[src/rtl/i2c_flash_master_if.sv]
// i2c_flash_master_if: host command/status and I2C pin bundle for i2c_flash_master.
//   go, wr, addr, wData : command strobe and operands (host -> master)
//   busy, done, ackErr  : transaction status (master -> host)
//   rData               : byte returned by the last successful read
//   scl, sdaOe          : bus clock and open-drain SDA pull-down enable
//   sdaIn               : sampled SDA line level
// The master modport is the view taken by i2c_flash_master; slave is the host/pin side.
interface i2c_flash_master_if;
  logic        go;
  logic        wr;
  logic [15:0] addr;
  logic [7:0]  wData;
  logic        busy;
  logic        done;
  logic        ackErr;
  logic [7:0]  rData;
  logic        scl;
  logic        sdaOe;
  logic        sdaIn;

  modport master (
    input  go, wr, addr, wData, sdaIn,
    output busy, done, ackErr, rData, scl, sdaOe
  );

  modport slave (
    output go, wr, addr, wData, sdaIn,
    input  busy, done, ackErr, rData, scl, sdaOe
  );
endinterface

[src/rtl/i2c_flash_master.sv]
// i2c_flash_master: I2C initiator that turns a parallel flash command into a bus transaction.
//   Write: START, {DEV_ADDR,0}, ADDR[15:8], ADDR[7:0], WDATA, STOP (responder ACK after each byte).
//   Read : START, {DEV_ADDR,0}, ADDR[15:8], ADDR[7:0], repeated START, {DEV_ADDR,1},
//          8 data bits in, master NACK, STOP.
// Ports:
//   clk  - system clock, rising-edge
//   rst  - asynchronous active-high reset; abandons any transfer without STOP or DONE
//   bus  - i2c_flash_master_if.master (command, status, read data, SCL/SDA pins)
// Each bus bit spans four quarters of CLK_DIV cycles each. All bus pins are registered.
module i2c_flash_master #(
  parameter int unsigned CLK_DIV  = 4,
  parameter logic [6:0]  DEV_ADDR = 7'b1010000
) (
  input logic                clk,
  input logic                rst,
  i2c_flash_master_if.master bus
);

  localparam int unsigned     DivW   = (CLK_DIV > 1) ? $clog2(CLK_DIV) : 1;
  localparam logic [DivW-1:0] DivMax = DivW'(CLK_DIV - 1);

  typedef enum logic [4:0] {
    StIdle, StStart, StDevW, StAckDw, StAmsb, StAckAm, StAlsb, StAckAl,
    StWbyte, StAckWd, StRstart, StDevR, StAckDr, StRbyte, StMnack, StStop, StDone
  } state_e;

  state_e          stateQ, stateD;
  logic [DivW-1:0] divCntQ;
  logic [1:0]      qCntQ, qCntD;
  logic [2:0]      bitCntQ, bitCntD;
  logic            wrQ;
  logic [15:0]     addrQ;
  logic [7:0]      wDataQ;
  logic [7:0]      rxShiftQ;
  logic            busyQ, doneQ, ackErrQ;
  logic [7:0]      rDataQ;
  logic            sclQ, sdaOeQ;

  logic            tick, bitEnd, lastBit, isAck;
  logic [7:0]      txByte;
  logic            txBit, sclD, sdaOeD;

  assign bus.busy   = busyQ;
  assign bus.done   = doneQ;
  assign bus.ackErr = ackErrQ;
  assign bus.rData  = rDataQ;
  assign bus.scl    = sclQ;
  assign bus.sdaOe  = sdaOeQ;

  // Next bit/quarter position and the pin levels for the quarter about to begin.
  always_comb begin
    tick    = (divCntQ == DivMax);
    bitEnd  = tick && (qCntQ == 2'd3);
    lastBit = (bitCntQ == 3'd7);
    isAck   = stateQ inside {StAckDw, StAckAm, StAckAl, StAckWd, StAckDr};
    qCntD   = qCntQ + 2'd1;
    stateD  = stateQ;
    bitCntD = bitCntQ;

    if (bitEnd) begin
      unique case (stateQ)
        StStart:  stateD = StDevW;
        StDevW:   stateD = lastBit ? StAckDw : StDevW;
        StAckDw:  stateD = ackErrQ ? StStop : StAmsb;
        StAmsb:   stateD = lastBit ? StAckAm : StAmsb;
        StAckAm:  stateD = ackErrQ ? StStop : StAlsb;
        StAlsb:   stateD = lastBit ? StAckAl : StAlsb;
        StAckAl:  stateD = ackErrQ ? StStop : (wrQ ? StWbyte : StRstart);
        StWbyte:  stateD = lastBit ? StAckWd : StWbyte;
        StAckWd:  stateD = StStop;
        StRstart: stateD = StDevR;
        StDevR:   stateD = lastBit ? StAckDr : StDevR;
        StAckDr:  stateD = ackErrQ ? StStop : StRbyte;
        StRbyte:  stateD = lastBit ? StMnack : StRbyte;
        StMnack:  stateD = StStop;
        StStop:   stateD = StDone;
        default:  stateD = stateQ;
      endcase
      // Bit index wraps 7 -> 0 on leaving a byte, so it is already 0 for every 1-bit phase.
      if (stateQ inside {StDevW, StAmsb, StAlsb, StWbyte, StDevR, StRbyte}) begin
        bitCntD = bitCntQ + 3'd1;
      end
    end

    // All-ones keeps SDA released for ACK, read-data and master-NACK bits.
    unique case (stateD)
      StDevW:  txByte = {DEV_ADDR, 1'b0};
      StDevR:  txByte = {DEV_ADDR, 1'b1};
      StAmsb:  txByte = addrQ[15:8];
      StAlsb:  txByte = addrQ[7:0];
      StWbyte: txByte = wDataQ;
      default: txByte = 8'hFF;
    endcase
    txBit = txByte[3'd7 - bitCntD];

    unique case (stateD)
      StStart, StRstart: begin
        // SDA falls in Q1 while SCL is still high, SCL drops from Q2.
        sclD   = ~qCntD[1];
        sdaOeD = (qCntD != 2'd0);
      end
      StStop: begin
        // SDA rises in Q2 while SCL is high.
        sclD   = (qCntD != 2'd0);
        sdaOeD = ~qCntD[1];
      end
      StIdle, StDone: begin
        sclD   = 1'b1;
        sdaOeD = 1'b0;
      end
      default: begin
        sclD   = qCntD[0] ^ qCntD[1];
        sdaOeD = ~txBit;
      end
    endcase
  end

  always_ff @(posedge clk or posedge rst) begin
    if (rst) begin
      stateQ   <= StIdle;
      divCntQ  <= '0;
      qCntQ    <= '0;
      bitCntQ  <= '0;
      wrQ      <= 1'b0;
      addrQ    <= '0;
      wDataQ   <= '0;
      rxShiftQ <= '0;
      busyQ    <= 1'b0;
      doneQ    <= 1'b0;
      ackErrQ  <= 1'b0;
      rDataQ   <= '0;
      sclQ     <= 1'b1;
      sdaOeQ   <= 1'b0;
    end else begin
      unique case (stateQ)
        StIdle: begin
          doneQ <= 1'b0;
          // The DONE cycle is already spent in IDLE, so a GO there must be rejected.
          if (bus.go && !doneQ) begin
            stateQ  <= StStart;
            divCntQ <= '0;
            qCntQ   <= '0;
            bitCntQ <= '0;
            wrQ     <= bus.wr;
            addrQ   <= bus.addr;
            wDataQ  <= bus.wData;
            busyQ   <= 1'b1;
            ackErrQ <= 1'b0;
            sclQ    <= 1'b1;
            sdaOeQ  <= 1'b0;
          end
        end
        StDone: begin
          stateQ <= StIdle;
          doneQ  <= 1'b1;
          busyQ  <= 1'b0;
          if (!wrQ && !ackErrQ) begin
            rDataQ <= rxShiftQ;
          end
        end
        default: begin
          divCntQ <= tick ? '0 : divCntQ + DivW'(1);
          if (tick) begin
            stateQ  <= stateD;
            qCntQ   <= qCntD;
            bitCntQ <= bitCntD;
            sclQ    <= sclD;
            sdaOeQ  <= sdaOeD;
            // End of Q2: SCL has been high for a full quarter.
            if (qCntQ == 2'd2) begin
              if (isAck && bus.sdaIn) begin
                ackErrQ <= 1'b1;
              end
              if (stateQ == StRbyte) begin
                rxShiftQ <= {rxShiftQ[6:0], bus.sdaIn};
              end
            end
          end
        end
      endcase
    end
  end

endmodule

[src/flat_wrapper.sv]
// flat-port wrapper written by rule: the top's interface ports become plain ports
module i2c_flash_master_flat 
#(
  parameter int unsigned CLK_DIV  = 4,
  parameter logic [6:0]  DEV_ADDR = 7'b1010000
)
  (clk, rst, bus_go, bus_wr, bus_addr, bus_wData, bus_sdaIn, bus_busy, bus_done, bus_ackErr, bus_rData, bus_scl, bus_sdaOe);
  i2c_flash_master_if bus_i ();
  input logic clk;
  input logic rst;
  input wire logic [$bits(bus_i.go)-1:0] bus_go;
  input wire logic [$bits(bus_i.wr)-1:0] bus_wr;
  input wire logic [$bits(bus_i.addr)-1:0] bus_addr;
  input wire logic [$bits(bus_i.wData)-1:0] bus_wData;
  input wire logic [$bits(bus_i.sdaIn)-1:0] bus_sdaIn;
  output wire logic [$bits(bus_i.busy)-1:0] bus_busy;
  output wire logic [$bits(bus_i.done)-1:0] bus_done;
  output wire logic [$bits(bus_i.ackErr)-1:0] bus_ackErr;
  output wire logic [$bits(bus_i.rData)-1:0] bus_rData;
  output wire logic [$bits(bus_i.scl)-1:0] bus_scl;
  output wire logic [$bits(bus_i.sdaOe)-1:0] bus_sdaOe;
  assign bus_i.go = bus_go;
  assign bus_i.wr = bus_wr;
  assign bus_i.addr = bus_addr;
  assign bus_i.wData = bus_wData;
  assign bus_i.sdaIn = bus_sdaIn;
  assign bus_busy = bus_i.busy;
  assign bus_done = bus_i.done;
  assign bus_ackErr = bus_i.ackErr;
  assign bus_rData = bus_i.rData;
  assign bus_scl = bus_i.scl;
  assign bus_sdaOe = bus_i.sdaOe;
  i2c_flash_master #(.CLK_DIV(CLK_DIV), .DEV_ADDR(DEV_ADDR)) u_core (.clk(clk), .rst(rst), .bus(bus_i));
endmodule
[config.mk]
export PLATFORM = sky130hd
export DESIGN_NAME = i2c_flash_master_flat
export DESIGN_NICKNAME = d
export VERILOG_FILES = /design/src/rtl/i2c_flash_master_if.sv /design/src/rtl/i2c_flash_master.sv /design/src/flat_wrapper.sv
export SDC_FILE = /design/constraint.sdc
export NUM_CORES = 1
export LEC_CHECK = 0
export ABC_AREA = 1
export CORE_MARGIN = 5
export CORE_UTILIZATION = 45
export CTS_CLUSTER_SIZE = 12
export DETAILED_ROUTE_END_ITERATION = 6
export PLACE_DENSITY_LB_ADDON = 0.3
export SLEW_MARGIN = 30
export SYNTH_ARGS = -nofsm -noshare
export SYNTH_HDL_FRONTEND = slang
export SYNTH_SLANG_ARGS = --single-unit
[constraint.sdc]
create_clock -name clk -period 2.2 [get_ports clk]
set_input_delay 0.22 -clock clk [delete_from_list [all_inputs] [get_ports clk]]
set_output_delay 0.22 -clock clk [all_outputs]
set_load 0.05 [all_outputs]
# [Yosys cells after proc, flatten, opt, wreduce, memory -nomap -nowiden]
# Cells that the tools add are included.
[word_totals] register_bits=58 input_bits=29 out_inout_bits=13 wordCells=126
[classes] n_addsub=4 magnitude_cmp=1 eq_ne=30 muxes=43 bitwise_logic=5 n_reduce_logical=29
[op_table] op="5-bit one-hot mux with 14 select lines" count=1
[op_table] op="5-bit by 4-bit == test with 1-bit output, second input constant" count=12
[op_table] op="8-bit one-hot mux with 5 select lines" count=1
[op_table] op="5-bit by 3-bit == test with 1-bit output, second input constant" count=6
[op_table] op="5-bit two-way mux" count=4
[op_table] op="5-bit by 2-bit == test with 1-bit output, second input constant" count=3
[op_table] op="3-bit two-way mux" count=5
[op_table] op="1-bit two-way mux" count=12
[op_table] op="2-bit two-way mux" count=6
[op_table] op="5-bit by 1-bit == test with 1-bit output, second input constant" count=2
[op_table] op="5-bit == test, second input constant" count=2
[op_table] op="5-bit zero test" count=2
[op_table] op="1-bit one-hot mux with 2 select lines" count=5
[op_table] op="5-bit one-hot mux with 2 select lines" count=1
[op_table] op="2-bit AND reduction" count=5
[op_table] op="2-bit nonzero test" count=5
[op_table] op="4-bit two-way mux" count=2
[op_table] op="2-bit one-hot mux with 2 select lines" count=2
[op_table] op="2-bit OR reduction" count=4
[op_table] op="2-bit == test, second input constant" count=3
[op_table] op="1-bit one-hot mux with 3 select lines" count=2
[op_table] op="3-bit one-hot mux with 2 select lines" count=1
[op_table] op="6-bit nonzero test" count=1
[op_table] op="5-bit AND reduction" count=1
[op_table] op="15 further kinds" count=24

# [Logic depth before layout (Yosys ltp)]
# Gate-level depths: netlist of run 1.
[depth] word_depth=12 depth_mapped=23

# [Worst setup path before layout of run 1]
# OpenSTA, ideal clock, no wires.
[synth_path] kind="register to register" startpoint="reg u_core.qCntQ[0]" endpoint="reg u_core.sdaOeQ (netlist: u_core.bus.sdaOe)" setup_time_ps=118 arrival_ps=2220 required_ps=2082 path_slack_ps=-137 stages_incl_launch_ff=18 n_path_buf=0 synth_period_minus_slack_ps=2337 path_cell_list="dfrtp_1 > ha_1 > nand2_1 > inv_1 > o21ai_0 > nand3_1 > nor2_4 > nand3_1 > nand2_1 > nand2_1 > nand3_1 > nand2_1 > nand2_1 > nand2_1 > nand3_1 > nand2_1 > nand2_1 > nand2_1"
[synth_between] elab_chain_len=11 word_cells_on_any_way=27 classes_between="2 x add/sub; 10 x eq/ne; 8 x mux; 2 x bitwise; 5 x reduce/logical"
[synth_rtl] item="start: declaration" line_no="i2c_flash_master.sv:29" rtl="logic [1:0] qCntQ, qCntD;"
[synth_rtl] item="start signal: assignment" line_no="i2c_flash_master.sv:165" rtl="qCntQ <= qCntD;"
[synth_rtl] item="2-bit == test" line_no="i2c_flash_master.sv:53" rtl="bitEnd = tick && (qCntQ == 2'd3);"
[synth_rtl] item="1-bit logical AND" line_no="i2c_flash_master.sv:53"
[synth_rtl] item="5-bit two-way mux" line_no="i2c_flash_master.sv:60" rtl="if (bitEnd) begin"
[synth_rtl] item="5-bit by 4-bit == test with 1-bit output (tied with other cells)" line_no="i2c_flash_master.sv:86" rtl="unique case (stateD)"
[synth_rtl] item="8-bit one-hot mux with 5 select lines" line_no="i2c_flash_master.sv:86"
[synth_rtl] item="1-bit binary-select mux with 3-bit select" line_no="i2c_flash_master.sv:94" rtl="txBit = txByte[3'd7 - bitCntD];"
[synth_rtl] item="1-bit two-way mux (implied by the code)" line_no="i2c_flash_master.sv:94"
[synth_rtl] item="1-bit inverter" line_no="i2c_flash_master.sv:113" rtl="sdaOeD = ~txBit;"
[synth_rtl] item="1-bit one-hot mux with 3 select lines *" line_no="i2c_flash_master.sv:96" rtl="unique case (stateD)"
[synth_rtl] item="1-bit two-way mux *" line_no="i2c_flash_master.sv:163" rtl="if (tick) begin"
[synth_rtl] item="1-bit one-hot mux with 2 select lines *" line_no="i2c_flash_master.sv:135" rtl="unique case (stateQ)"
[synth_rtl] item="end signal: assignment" line_no="i2c_flash_master.sv:168" rtl="sdaOeQ <= sdaOeD;"
[synth_rtl] item="end: declaration" line_no="i2c_flash_master.sv:37" rtl="logic sclQ, sdaOeQ;"
# Mark *: on every way between the ends. The rest lies on a longest branch, timed or not. The select of a mux whose other input is x is not followed.
# A chain may end at the register's enable or synchronous reset.

# [Worst setup path after layout of run 1]
[layout_path] startpoint="reg u_core.bitCntQ[0]" endpoint="reg u_core.sdaOeQ (netlist: u_core.bus.sdaOe)"
[layout_between] elab_chain_len=12 word_cells_on_any_way=32 classes_between="2 x add/sub; 10 x eq/ne; 16 x mux; 1 x bitwise; 3 x reduce/logical"
[layout_rtl] item="start: declaration" line_no="i2c_flash_master.sv:30" rtl="logic [2:0] bitCntQ, bitCntD;"
[layout_rtl] item="start signal: assignment" line_no="i2c_flash_master.sv:166" rtl="bitCntQ <= bitCntD;"
[layout_rtl] item="3-bit == test" line_no="i2c_flash_master.sv:54" rtl="lastBit = (bitCntQ == 3'd7);"
[layout_rtl] item="2-bit two-way mux (tied with other cells)" line_no="i2c_flash_master.sv:74" rtl="StRbyte: stateD = lastBit ? StMnack : StRbyte;"
[layout_rtl] item="5-bit one-hot mux with 14 select lines" line_no="i2c_flash_master.sv:61" rtl="unique case (stateQ)"
[layout_rtl] item="5-bit two-way mux" line_no="i2c_flash_master.sv:60"
[layout_rtl] item="5-bit by 4-bit == test with 1-bit output (tied with other cells)" line_no="i2c_flash_master.sv:86"
[layout_rtl] item="8-bit one-hot mux with 5 select lines" line_no="i2c_flash_master.sv:86"
[layout_rtl] item="1-bit binary-select mux with 3-bit select" line_no="i2c_flash_master.sv:94"
[layout_rtl] item="1-bit two-way mux (implied by the code)" line_no="i2c_flash_master.sv:94"
[layout_rtl] item="1-bit inverter" line_no="i2c_flash_master.sv:113"
[layout_rtl] item="1-bit one-hot mux with 3 select lines *" line_no="i2c_flash_master.sv:96"
[layout_rtl] item="1-bit two-way mux *" line_no="i2c_flash_master.sv:163"
[layout_rtl] item="1-bit one-hot mux with 2 select lines *" line_no="i2c_flash_master.sv:135"
# Marks and branches as above.

==> results of run 1 <==
[power by group through the flow]
stage	clock network [mW]	logic [mW]	registers, mW
after floorplan	0	1.22	1.65
after global placement	0	1.95	1.63
after detailed placement	0	1.98	1.63
after CTS	0.919	2.23	1.64
after global routing	0.972	2.60	1.67
final	0.892	2.36	1.64
[worst paths after layout]
check	end	slack (ps)	cells after the start
worst max register to register	u_core.bus.sdaOe$_DFFE_PP0P_	-300	21
worst min-delay path	u_core.bus.rData[1]$_DFFE_PP0P_	260	3
max in group asynchronous	u_core.bus.scl$_DFFE_PP1P_	1650	3
min in group clk	u_core.wDataQ[3]$_DFFE_PP0P_	410	3
worst min register to register	u_core.wDataQ[2]$_DFFE_PP0P_	480	2
worst max-delay path	u_core.bus.sdaOe$_DFFE_PP0P_	-300	21
[critical path, delay by kind of cell (launching register included)]
family,cells,cell delay (ps)
fa+ha+maj,2,360
simple gates,17,1460
flops,1,400
buf+inv,2,180
[area by class of cell]
class	count	area, um^2	area share, %
Sequential cell	58	1460	30.5
Tap cell	99	124	2.59
Clock inverter	7	53.8	1.13
Inverter	46	180	3.77
Timing Repair Buffer	105	915	19.2
Multi-Input combinational cell	346	1920	40.2
Clock buffer	9	124	2.59
[cell families (layout without fill, tap and decap cells)]
family	Yosys count	after routing	synth area share, %
buffers and inverters	58	167	7.13
AOI/OAI and AO/OA	45	45	8.24
xor gates and xnor gates	2	2	0.515
adders and majority gates	5	5	1.84
DFF	58	58	42.7
and+or+nand+nor	291	293	39.3
muxes	1	1	0.331
[layer usage]
metal	part of all wire (%)	wire length (um)
met1	46	4180
met2	48	4350
met3	5.3	483
met4	1.3	122
met5	0	0
[state kept, by name (all words and copies together) (netlist names), 2 cells and up]
name / flops
u_core.stateQ: 5
u_core.bitCntQ: 3
u_core.bus.rData: 8
u_core.qCntQ: 2
u_core.divCntQ: 2
u_core.addrQ: 16
u_core.rxShiftQ: 8
u_core.wDataQ: 8
[synthesized netlist by cell type, drive strengths merged, types with 2 or more instances]
library cell	number	share of area (%)
nand3	51	8.1
xor2	2	0.51
a41oi	2	0.74
o22ai	2	0.37
inv	46	5.1
nor2	56	9.0
clkbuf	6	0.66
nand4	13	2.4
ha	5	1.8
a21oi	6	0.99
nand2	168	19
o21ai	30	4.9
nand3b	2	0.44
buf	6	1.4
dfrtp	57	42
[stage by stage]
stage	instance area [um^2]	setup TNS [ps]	instances	hold slack, ps	worst slack, ps
floorplan	3410	0	460	337	0.913
global placement	4260	-521	638	458	-348
detailed placement	4260	-504	638	467	-317
CTS	4670	-235	665	255	-218
global route	4770	-798	670	283	-485
finish	4770	-395	670	257	-301
[repair_timing]
item,in CTS,in global routing
pin swaps,26,13
resized for setup,44,17
setup endpoints to repair,2,27
buffers inserted,10,4
cloned,1,1
==> results_dict.tcl, run 1 <==
set metrics [dict create \
    cp_slowest_cell "dfrtp_1" \
    timing.fmax_ghz 0.400 \
    crit_path_max_fanout 5 \
    maxCapViolations 0 \
    clockBufferDepth 2 \
    nets 600 \
    setup_slack_ps -301 \
    syn_inst 460 \
    grt_util_all_layers_pct 19.5 \
    clockPowerShare_pct 18.2 \
    tightestPinTransition_ps 518 \
    crit_type "flop to flop" \
    fin_skew_ps 6.42 \
    met3_usage_pct 3.67 \
    synthesis.area_mm2 0.00340 \
    ctsHoldBuffers 0 \
    io_buffers 41 \
    rsz0062_at_grt "true" \
    cts-root-buf "clkbuf_8" \
    status "finished with violations" \
    synthDistinctLibCells 35 \
    path_cells "ha_2, ha_4, buf_4, nand3_1, nand2_1, nor2_2, nand3_2, nor2_4, nor2_4, nor2_4, nand3_1, nand2_1, inv_1, nand3_1, nand3_1, nand2_1, nand2_1, nand3_1, nand2_1, nand2_1, nand2_1" \
    numCtsBuffers 9 \
    p_per_area_mw_per_mm2 1020 \
    wire_per_inst_um 13.6 \
    r2r-start "u_core.bitCntQ[0]$_DFFE_PP0P_" \
    cts_htree_levels 3 \
    crit_top_cell "nand2_1" \
    grt_pass1_vias 3294 \
    dieHeight_um 97.0 \
    leakage_nw 2.35 \
    routed_wirelength_mm 9.13 \
    grt_busiest_layer "met2" \
    ant_nets 0 \
    startpoint_type "flop" \
    startpoint "u_core.bitCntQ[0]$_DFFE_PP0P_" \
    period_share_pct 114 \
    fillerInstances 652 \
    final_cell_mix "nand2_1, buf_4, dfrtp_1, clkdlybuf4s50_1, nand3_1" \
    drive_gt1_share_pct 29.9 \
    synth-seq-cells 58 \
    cp.arrival_ps 2730 \
    hpwl_mm 6.58 \
    synth_ff_type "dfrtp_1" \
    use_met2_pct 31.9 \
    synth_edf_count 0 \
    numClockSinks 58 \
    ys_warn_count 0 \
    combPwrFrac_pct 48.2 \
    cp_slowest_stage_delay_ps 400 \
    final.min_clock_period_ps 2500 \
    maxSlewViolCount 0 \
    drtPass1Iterations 5 \
    p_sw_share_pct 43.3 \
    die_area_mm2 0.00940 \
    path_clk_slew_ps 70 \
    dieWidth_um 97.0 \
    slew_headroom_pct 65.4 \
    antenna_found_initial 0 \
    met1_usage_pct 25.5 \
    rows 31 \
    postLayoutCoreUtil_pct 65.5 \
    via_per_inst 5.08 \
    drcViolationCount 0 \
    p_int_mw 2.77 \
    final_common_cell "nand2_1" \
    syn_area_per_cell_um2 7.40 \
    violations "negative setup slack" \
    dr.first_iter.drc_count 230 \
    gp_congestion 0.914 \
    seq_area_frac_synth_pct 42.7 \
    clk_latency_ps 340 \
    finalHoldViolCount 0 \
    p_switching_mw 2.12 \
    grt_start_max_net_pins 59 \
    crit_path_end_kind "flop" \
    irDropWorstVdd_uv 568 \
    async_reset_ff_share_pct 100 \
    hold_path_class "primary input to async pin" \
    finalPower_mw 4.89 \
    grt_pass1_wl_mm 15.3 \
    area_growth_pct 40.3 \
    cts_tree "yes" \
    final-setup-viol-count 2 \
    insertedDiodeCount 0 \
    io_pins 42 \
    vias 3405 \
    critPathRequiredTime_ps 2430 \
    start_util_pct 46.7 \
    seqPwrFrac_pct 33.6 \
    grt_overflow 0 \
    synth.net_count 494 \
    fp.coreArea_mm2 0.00729 \
]
No activity file was read; power rests on OpenSTA's default activity.
==> run 2, diff against run 1 <==
CTS_CLUSTER_SIZE = 25   (was 12)
==> results of run 2 <==
Final layout, timing and power as in run 1 (identical DEF).
